`config.mk`:
```
export PLATFORM = sky130hd
export DESIGN_NAME = ex_muldiv
export DESIGN_NICKNAME = d
export VERILOG_FILES = /design/src/rtl/muldiv_pkg.sv /design/src/rtl/muldiv_sign_fix.sv /design/src/rtl/ex_muldiv.sv
export SDC_FILE = /design/constraint.sdc
export NUM_CORES = 1
export LEC_CHECK = 0
export ABC_AREA = 0
export CORE_UTILIZATION = 40
export CTS_BUF_LIST = sky130_fd_sc_hd__clkbuf_16
export CTS_CLUSTER_SIZE = 40
export DETAILED_ROUTE_END_ITERATION = 8
export DONT_BUFFER_PORTS = 1
export GPL_ROUTABILITY_DRIVEN = 0
export SYNTH_ARGS = -nofsm -noshare
export SYNTH_HDL_FRONTEND = slang
export SYNTH_SLANG_ARGS = --single-unit
```
`constraint.sdc`:
```
create_clock -name clk -period 10.3 [get_ports clk]
set_input_delay 2.06 -clock clk [delete_from_list [all_inputs] [get_ports clk]]
set_output_delay 2.06 -clock clk [all_outputs]
set_load 0.03 [all_outputs]
```
`src/rtl/muldiv_pkg.sv`:
```
// Shared definitions for the EX-stage RV32M multiply/divide unit.
// Opcode selects, FSM encoding and the two's complement helper.
package muldiv_pkg;

    localparam logic [2:0] FUNCT3_MUL    = 3'd0;
    localparam logic [2:0] FUNCT3_MULH   = 3'd1;
    localparam logic [2:0] FUNCT3_MULHSU = 3'd2;
    localparam logic [2:0] FUNCT3_MULHU  = 3'd3;
    localparam logic [2:0] FUNCT3_DIV    = 3'd4;
    localparam logic [2:0] FUNCT3_DIVU   = 3'd5;
    localparam logic [2:0] FUNCT3_REM    = 3'd6;
    localparam logic [2:0] FUNCT3_REMU   = 3'd7;

    // Widest value twos_neg handles: a full 2*DATA_WIDTH product up to W=64.
    localparam int NEG_W = 128;

    typedef enum logic [1:0] {
        ST_IDLE = 2'd0,
        ST_MUL  = 2'd1,
        ST_DIV  = 2'd2,
        ST_DONE = 2'd3
    } state_t;

    function automatic logic [NEG_W-1:0] twos_neg(
        input logic [NEG_W-1:0] v
    );
        return ~v + NEG_W'(1);
    endfunction

endpackage

```
`src/rtl/muldiv_sign_fix.sv`:
```
// Conditional two's complement: signed value to magnitude and back.
// Used on both operands at capture and on the product/quotient/remainder.
module muldiv_sign_fix
    import muldiv_pkg::*;
#(
    parameter int WIDTH = 32
) (
    input  logic [WIDTH-1:0] val,
    input  logic             neg,
    output logic [WIDTH-1:0] res
);

    assign res = neg ? WIDTH'(twos_neg(NEG_W'(val))) : val;

endmodule

```
`src/rtl/ex_muldiv.sv`:
```
// Iterative RV32M multiply/divide beside the EX-stage ALU.
// One bit per cycle; stalls the front end until the one-cycle result.
module ex_muldiv
    import muldiv_pkg::*;
#(
    parameter int DATA_WIDTH          = 32,
    parameter int REGISTER_ADDR_WIDTH = 5
) (
    input  logic                           clk,
    input  logic                           rst,
    input  logic                           start_EX,
    input  logic                           flush_EX,
    input  logic [2:0]                     funct3_EX,
    input  logic [DATA_WIDTH-1:0]          rs1_val_EX,
    input  logic [DATA_WIDTH-1:0]          rs2_val_EX,
    input  logic [REGISTER_ADDR_WIDTH-1:0] rd_EX,
    output logic                           stall_muldiv,
    output logic                           done_muldiv,
    output logic [DATA_WIDTH-1:0]          result_muldiv,
    output logic [REGISTER_ADDR_WIDTH-1:0] rd_muldiv
);

    localparam int W  = DATA_WIDTH;
    localparam int CW = $clog2(W);

    localparam logic [W-1:0] MOST_NEG = {1'b1, {(W-1){1'b0}}};

    state_t                         state;
    logic [CW-1:0]                  cnt;
    logic [2:0]                     op_q;
    logic [W-1:0]                   op_a;
    logic [W-1:0]                   op_b;
    logic [2*W-1:0]                 acc;
    logic [W:0]                     rem;
    logic                           neg_res;
    logic                           neg_rem;
    logic [W-1:0]                   result_q;
    logic [REGISTER_ADDR_WIDTH-1:0] rd_q;

    logic         s1;
    logic         s2;
    logic [W-1:0] mag1;
    logic [W-1:0] mag2;

    assign s1 = rs1_val_EX[W-1] & (funct3_EX == FUNCT3_MULH
              | funct3_EX == FUNCT3_MULHSU
              | funct3_EX == FUNCT3_DIV
              | funct3_EX == FUNCT3_REM);
    assign s2 = rs2_val_EX[W-1] & (funct3_EX == FUNCT3_MULH
              | funct3_EX == FUNCT3_DIV
              | funct3_EX == FUNCT3_REM);

    muldiv_sign_fix #(.WIDTH(W)) u_mag1 (
        .val(rs1_val_EX), .neg(s1), .res(mag1)
    );
    muldiv_sign_fix #(.WIDTH(W)) u_mag2 (
        .val(rs2_val_EX), .neg(s2), .res(mag2)
    );

    logic         div_zero;
    logic         div_ovf;
    logic         special;
    logic [W-1:0] special_res;

    assign div_zero = (rs2_val_EX == '0);
    assign div_ovf  = ~funct3_EX[0] & (rs1_val_EX == MOST_NEG)
                    & (rs2_val_EX == '1);
    assign special  = funct3_EX[2] & (div_zero | div_ovf);
    assign special_res = div_zero
                       ? (funct3_EX[1] ? rs1_val_EX : '1)
                       : (funct3_EX[1] ? '0 : MOST_NEG);

    logic [W:0]     mul_sum;
    logic [2*W-1:0] acc_mul;

    assign mul_sum = {1'b0, acc[2*W-1:W]}
                   + (acc[0] ? {1'b0, op_a} : '0);
    assign acc_mul = {mul_sum, acc[W-1:1]};

    // rem holds the last trial difference; a negative trial is restored
    // at the start of the next step rather than in the step that made it.
    logic [W-1:0] rem_rst;
    logic [W:0]   div_sh;
    logic [W:0]   div_trial;
    logic [W-1:0] quo_nxt;
    logic [W-1:0] rem_fin;

    assign rem_rst   = rem[W] ? rem[W-1:0] + op_b : rem[W-1:0];
    assign div_sh    = {rem_rst, acc[W-1]};
    assign div_trial = div_sh - {1'b0, op_b};
    assign quo_nxt   = {acc[W-2:0], ~div_trial[W]};
    assign rem_fin   = div_trial[W] ? div_trial[W-1:0] + op_b
                                    : div_trial[W-1:0];

    logic [2*W-1:0] prod_fix;
    logic [W-1:0]   quo_fix;
    logic [W-1:0]   rem_fix;

    muldiv_sign_fix #(.WIDTH(2*W)) u_prod (
        .val(acc_mul), .neg(neg_res), .res(prod_fix)
    );
    muldiv_sign_fix #(.WIDTH(W)) u_quo (
        .val(quo_nxt), .neg(neg_res), .res(quo_fix)
    );
    muldiv_sign_fix #(.WIDTH(W)) u_rem (
        .val(rem_fin), .neg(neg_rem), .res(rem_fix)
    );

    logic [W-1:0] res_mux;

    always_comb begin
        res_mux = rem_fix;
        unique case (op_q)
            FUNCT3_MUL:    res_mux = prod_fix[W-1:0];
            FUNCT3_MULH,
            FUNCT3_MULHSU,
            FUNCT3_MULHU:  res_mux = prod_fix[2*W-1:W];
            FUNCT3_DIV,
            FUNCT3_DIVU:   res_mux = quo_fix;
            default:       res_mux = rem_fix;
        endcase
    end

    logic last;
    assign last = (cnt == CW'(W - 1));

    always_ff @(posedge clk or posedge rst) begin
        if (rst) begin
            state    <= ST_IDLE;
            cnt      <= '0;
            op_q     <= '0;
            op_a     <= '0;
            op_b     <= '0;
            acc      <= '0;
            rem      <= '0;
            neg_res  <= 1'b0;
            neg_rem  <= 1'b0;
            result_q <= '0;
            rd_q     <= '0;
        end else if (flush_EX) begin
            state    <= ST_IDLE;
            cnt      <= '0;
            result_q <= '0;
        end else begin
            unique case (state)
                ST_IDLE: begin
                    if (start_EX) begin
                        op_q    <= funct3_EX;
                        rd_q    <= rd_EX;
                        op_a    <= mag1;
                        op_b    <= mag2;
                        neg_res <= s1 ^ s2;
                        neg_rem <= s1;
                        rem     <= '0;
                        cnt     <= '0;
                        if (special) begin
                            result_q <= special_res;
                            state    <= ST_DONE;
                        end else if (funct3_EX[2]) begin
                            acc   <= {{W{1'b0}}, mag1};
                            state <= ST_DIV;
                        end else begin
                            acc   <= {{W{1'b0}}, mag2};
                            state <= ST_MUL;
                        end
                    end
                end
                ST_MUL: begin
                    acc <= acc_mul;
                    cnt <= cnt + 1'b1;
                    if (last) begin
                        result_q <= res_mux;
                        cnt      <= '0;
                        state    <= ST_DONE;
                    end
                end
                ST_DIV: begin
                    acc <= {acc[2*W-1:W], quo_nxt};
                    rem <= div_trial;
                    cnt <= cnt + 1'b1;
                    if (last) begin
                        result_q <= res_mux;
                        cnt      <= '0;
                        state    <= ST_DONE;
                    end
                end
                ST_DONE: begin
                    result_q <= '0;
                    state    <= ST_IDLE;
                end
            endcase
        end
    end

    assign stall_muldiv  = ~rst & ~flush_EX
                         & ((state == ST_IDLE & start_EX)
                          | state == ST_MUL
                          | state == ST_DIV);
    assign done_muldiv   = (state == ST_DONE);
    assign result_muldiv = result_q;
    assign rd_muldiv     = rd_q;

endmodule

```
# After elaboration in Yosys (flattened, before gate mapping)
# Cells that the tools add are included.
# totals
word_cells	119
out_inout_bits	39
register_bits	210
# op_classes
eq_ne	20
reduce_logical	17
n_mux	33
bitwise	27
n_addsub	10
# ops
operator	count
2-to-1 mux 32 bit	15
2-to-1 mux 64 bit	3
one-hot mux 32 bit (3 select lines)	2
one-hot mux 64 bit (3 select lines)	1
adder 32 x 1 -> 32 bit (second input constant)	4
inverter 32 bit	4
one-hot mux 33 bit (2 select lines)	1
adder 32 bit	2
adder 64 x 1 -> 64 bit (second input constant)	1
== test 32 bit (second input constant)	2
inverter 64 bit	1
adder 32 x 32 -> 33 bit	1
2-to-1 mux 33 bit	1
subtractor 33 x 32 -> 33 bit	1
zero test 32 bit	1
2-to-1 mux 5 bit	3
== test 3 bit (second input constant)	4
2-to-1 mux 2 bit	5
one-hot mux 5 bit (2 select lines)	1
== test 3 x 2 -> 1 bit (second input constant)	3
AND reduction 3 bit	3
bitwise AND 1 bit	8
bitwise OR 1 bit	8
== test 3 x 1 -> 1 bit (second input constant)	2
19 further kinds	30

# Depth between registers and ports, before layout
# logic_depth
ltp_word	12
depth_mapped	37
ltp_nobuf	36

# Hierarchy
# Synthesis repeated with hierarchy kept, for this count alone.
# hier_totals
hier_cells	2615
area_unflattened_um2	22522.9
# by_module_without_submodules
mod	cells_each	area_each_um2	seq_area_each_um2	instances
ex_muldiv	2022	17884.7	5255.0	1
muldiv_sign_fix at u_mag1 ...	99	777.0	0.0	4
muldiv_sign_fix at u_prod	197	1530.2	0.0	1

# Worst setup path after synthesis
# Ideal clock, no wire load.
# synth_path
kind	register to register
start	register op_b[0]
end	register result_q[30], in the netlist result_muldiv[30]
required_time_ps	10171
arrival_time_ps	7616
path_slack_ps	2556
path_stages_with_launch	35
cell_sequence	dfrtp_1 -> ha_1 -> inv_1 -> fa_1 -> nor2b_1 -> o21ai_0 -> a21boi_0 -> o21ai_0 -> a21oi_1 -> a21o_1 -> a21oi_1 -> xnor2_1 -> mux2_2 -> ha_1 -> clkbuf_1 -> nand2_1 -> nor2_1 -> a2111oi_1 -> a211oi_1 -> or4_1 -> and2_1 -> ha_1 -> clkbuf_1 -> a21oi_1 -> o21ai_1 -> a41o_1 -> and3_1 -> o211a_1 -> or4_1 -> a21oi_1 -> or4b_2 -> and2_1 -> or3_1 -> o311ai_0 -> o21ai_1
# synth_between
elab_chain_cells	12
word_cells_on_any_way	16
cone_classes	add/sub: 5; mux: 8; bitwise: 3
# synth_lines
item	line	text
from (decl)	ex_muldiv.sv:32	logic [W-1:0] op_b;
from (signal assigned)	ex_muldiv.sv:151	op_b <= mag2;
adder 32 bit	ex_muldiv.sv:88	assign rem_rst = rem[W] ? rem[W-1:0] + op_b : rem[W-1:0];
2-to-1 mux 32 bit	ex_muldiv.sv:88	
subtractor 33 x 32 -> 33 bit	ex_muldiv.sv:90	assign div_trial = div_sh - {1'b0, op_b};
adder 32 bit	ex_muldiv.sv:92	assign rem_fin = div_trial[W] ? div_trial[W-1:0] + op_b
2-to-1 mux 32 bit	ex_muldiv.sv:92	
inverter 32 bit	muldiv_pkg.sv:27	return ~v + NEG_W'(1);
adder 32 x 1 -> 32 bit	muldiv_pkg.sv:27	
2-to-1 mux 32 bit	muldiv_sign_fix.sv:13	assign res = neg ? WIDTH'(twos_neg(NEG_W'(val))) : val;
one-hot mux 32 bit (3 select lines) *	ex_muldiv.sv:113	unique case (op_q)
2-to-1 mux 32 bit *	ex_muldiv.sv:171, ex_muldiv.sv:181	
one-hot mux 32 bit (3 select lines) *	ex_muldiv.sv:145	unique case (state)
2-to-1 mux 32 bit *	ex_muldiv.sv:140	end else if (flush_EX) begin
to (signal assigned)	ex_muldiv.sv:157	result_q <= special_res;
to (signal assigned)	ex_muldiv.sv:172	result_q <= res_mux;
to (signal assigned)	ex_muldiv.sv:182	result_q <= res_mux;
to (decl)	ex_muldiv.sv:37	logic [W-1:0] result_q;
# Every way passes the cells marked *; elsewhere a longest branch is shown, timed or not. The select of a mux whose other input is x is not followed.
# A chain may end at the register's enable or synchronous reset.

# Worst setup path after layout
# Ends and elaborated chain as after synthesis.

==> metrics.txt <==
GRT Overall Usage 0.284; Fin. Hold Viols 0; row count 87; I/O pin total 115; most common cell after layout, fill and taps aside nand2_1; detailed-placement wirelength estimate 65,300 µm; initial antenna violation count 2; Die Area 0.0587 mm²; skew final around 0.013 ns; total gr overflow 0; Worst Hold Launch op_a[22]; final setup violation count 0; H-tree Lvls 1; Port Buf Inserts 0; worst reg2reg endpoint result_muldiv[30]; Area Growth Syn to Fin 6.40%; area leader, netlist dfrtp_1; worst hold path class flip-flop to flip-flop; CP max stage delay a little under 0.8 ns; fin area 0.0246 mm²; drt first pass iters 6; ys async rst share 1.00; Clock Tree Buf Depth 3; Max Slew Vio Count 0; largest net degree at the start of global routing 121; Synth Instances 3,046; synthesis warning total 0; FF-to-FF path depth 32; Critical Path Sink Type flip-flop; commonest non-fill, non-tap cells in the layout 413 x nand2_1, 298 x o21ai_0, 222 x a21oi_1; Most used DFF post-synth dfrtp_1; Starting Density 0.407; fmax 112 MHz; Critical Path AT 9.35 ns; Clk Latency, worst-skew pair 0.58 ns; Area after DPL 0.0236 mm²; layout cells sized above 1 0.0563; # nets final 3,145; CP Max Fanout 9; vias 23.5k; slew at the pin closest to its max-slew limit 1.24 ns; type of origin of the critical path flip-flop; hold path depth 2; Mapped Area between 0.02 and 0.025 mm²; height of the chip 242 µm; period utilization 0.864; Syn Area/Cell 7.58 µm²; Total Wirelength about 85,000 µm; Core Region ~0.057 mm²; syn nets 3,266; CP Class flip-flop to flip-flop; sequential element share of the synthesized area 0.228; ranking of synthesized cells by area dfrtp_1 23%, ha_1 7.6%, nand2_1 6.7%; root buffer cell clkbuf_16; RSZ-0062 raised after global routing false; global-route wire length before repair between 100,000 and 150,000 µm; Synth cell types 98; Max Cap Violations 0; die width about 240 µm; #FFs+latches synth 210; Residual DRC 0; clk sink count 210; TritonCTS Buffers 29; total negative slack 0 ns; Routed wire per std cell 23.0 µm; Placement Setup Slack 1.58 ns; hold_ws 0.468 ns; vias in the first global route approximately 22k; Hold Path End op_a[22]; Post-CTS Setup Inserts 0; Slew HR 0.169; Crit path required time 10.76 ns; ANT nets after route 0; Initial DRC Count between 2k and 2.5k; DR vias/cell 6.34; clk slew on worst S/H paths 0.06 ns; status finished, final reports clean; Tmin final 8.90 ns; most used cell, CP a21oi_1; Resized Gates After CTS 0; Reg-to-Reg Start op_b[0]; number of inserted diodes 0; Slowest cell on crit path a2111oi_1; final worst slack 1.40 ns; EDFF count, synth 0; fill count ~5.7k; top cell type's share of synthesized area 0.228; # hold bufs at CTS 0; CTS tree done; Worst R2R Setup Slack 1.40 ns
[per-stage QoR]
step	util	cells
after global placement	0.416	3650
after floorplan	-	3046
after global routing	0.433	3703
final	0.433	3703
after CTS	0.433	3703
after detailed placement	0.416	3650
[how the worst max path moves through the flow]
| stage | from | endpoint | cells past startpoint |
|---|---|---|---|
| 2_1_floorplan | rst | acc[0] | 1 |
| 3_3_place_gp | op_b[0] | result_muldiv[30] | 32 |
| 3_5_place_dp | op_b[0] | result_muldiv[30] | 32 |
| 4_1_cts | op_b[0] | result_muldiv[30] | 32 |
| 5_1_grt | op_b[0] | result_muldiv[20] | 34 |
| 6_report | op_b[0] | result_muldiv[30] | 32 |
[kinds of logic after synthesis]
group                    count (synthesis)  share of synthesized area
AND/OR/NAND/NOR                       1031                      0.219
adder cells (fa/ha/maj)                144                     0.0794
flip-flops                             210                      0.228
XOR/XNOR                               248                     0.0947
multiplexers                            93                     0.0443
AO/OA/AOI/OAI                         1020                      0.286
buffers and inverters                  300                     0.0498
[synthesized netlist by cell type (10+ instances only)]
cell type / number
or3_1: 39
and3_1: 29
a22o_1: 23
nand4_1: 38
o221ai_1: 19
xor2_1: 100
o31ai_1: 87
nand2b_1: 19
o21bai_1: 14
nor4_1: 26
a211oi_1: 38
or2_2: 11
o21a_1: 35
xnor2_1: 147
dfrtp_1: 210
nand3_1: 51
clkbuf_1: 170
a221oi_1: 28
inv_1: 110
o211a_1: 11
a31oi_1: 29
o211ai_1: 30
a22oi_1: 13
nor2b_1: 13
a211o_1: 12
nor2_1: 182
nor3_1: 66
o21ai_0: 298
and2_1: 60
mux2i_1: 56
mux2_2: 33
or4_1: 19
a21o_1: 58
buf_1: 10
a21oi_1: 222
nand2_1: 415
ha_1: 140
[cell type report]
class	count	area (µm²)	area share
Multi-Input combinational cell	2536	16700	0.681
Sequential cell	210	5260	0.214
Tap cell	756	946	0.0385
Clock buffer	29	726	0.0295
Inverter	112	428	0.0174
Timing Repair Buffer	36	270	0.0110
Clock inverter	24	220	0.00897
[per-layer routing]
layer,GRT usage,up-vias,part of all wire
li1,-,10900,-
met1,0.360,11200,0.40
met2,0.456,1141,0.45
met3,0.0577,212,0.094
met4,0.142,4,0.054
met5,0,-,0.00040
[flip-flops by register name, indices dropped and copies added, names as in the netlist]
register	count
op_q	3
acc	64
op_a	32
op_b	32
state	2
result_muldiv	32
rd_muldiv	5
neg_res	1
cnt	5
neg_rem	1
rem	33
[worst max-delay path, delay by kind of cell, from the launching register on]
family	cells	cell delay, ns
compound gates	15	3.67
xor+xnor	1	0.13
fa+ha+maj	4	1.41
buf+inv	1	0.07
flops	1	0.43
mux	1	0.26
simple gates	10	2.79
Power is left out: the tool's default activity adds up to more than one toggle a clock period on the data nets, which glitch-free logic cannot reach.
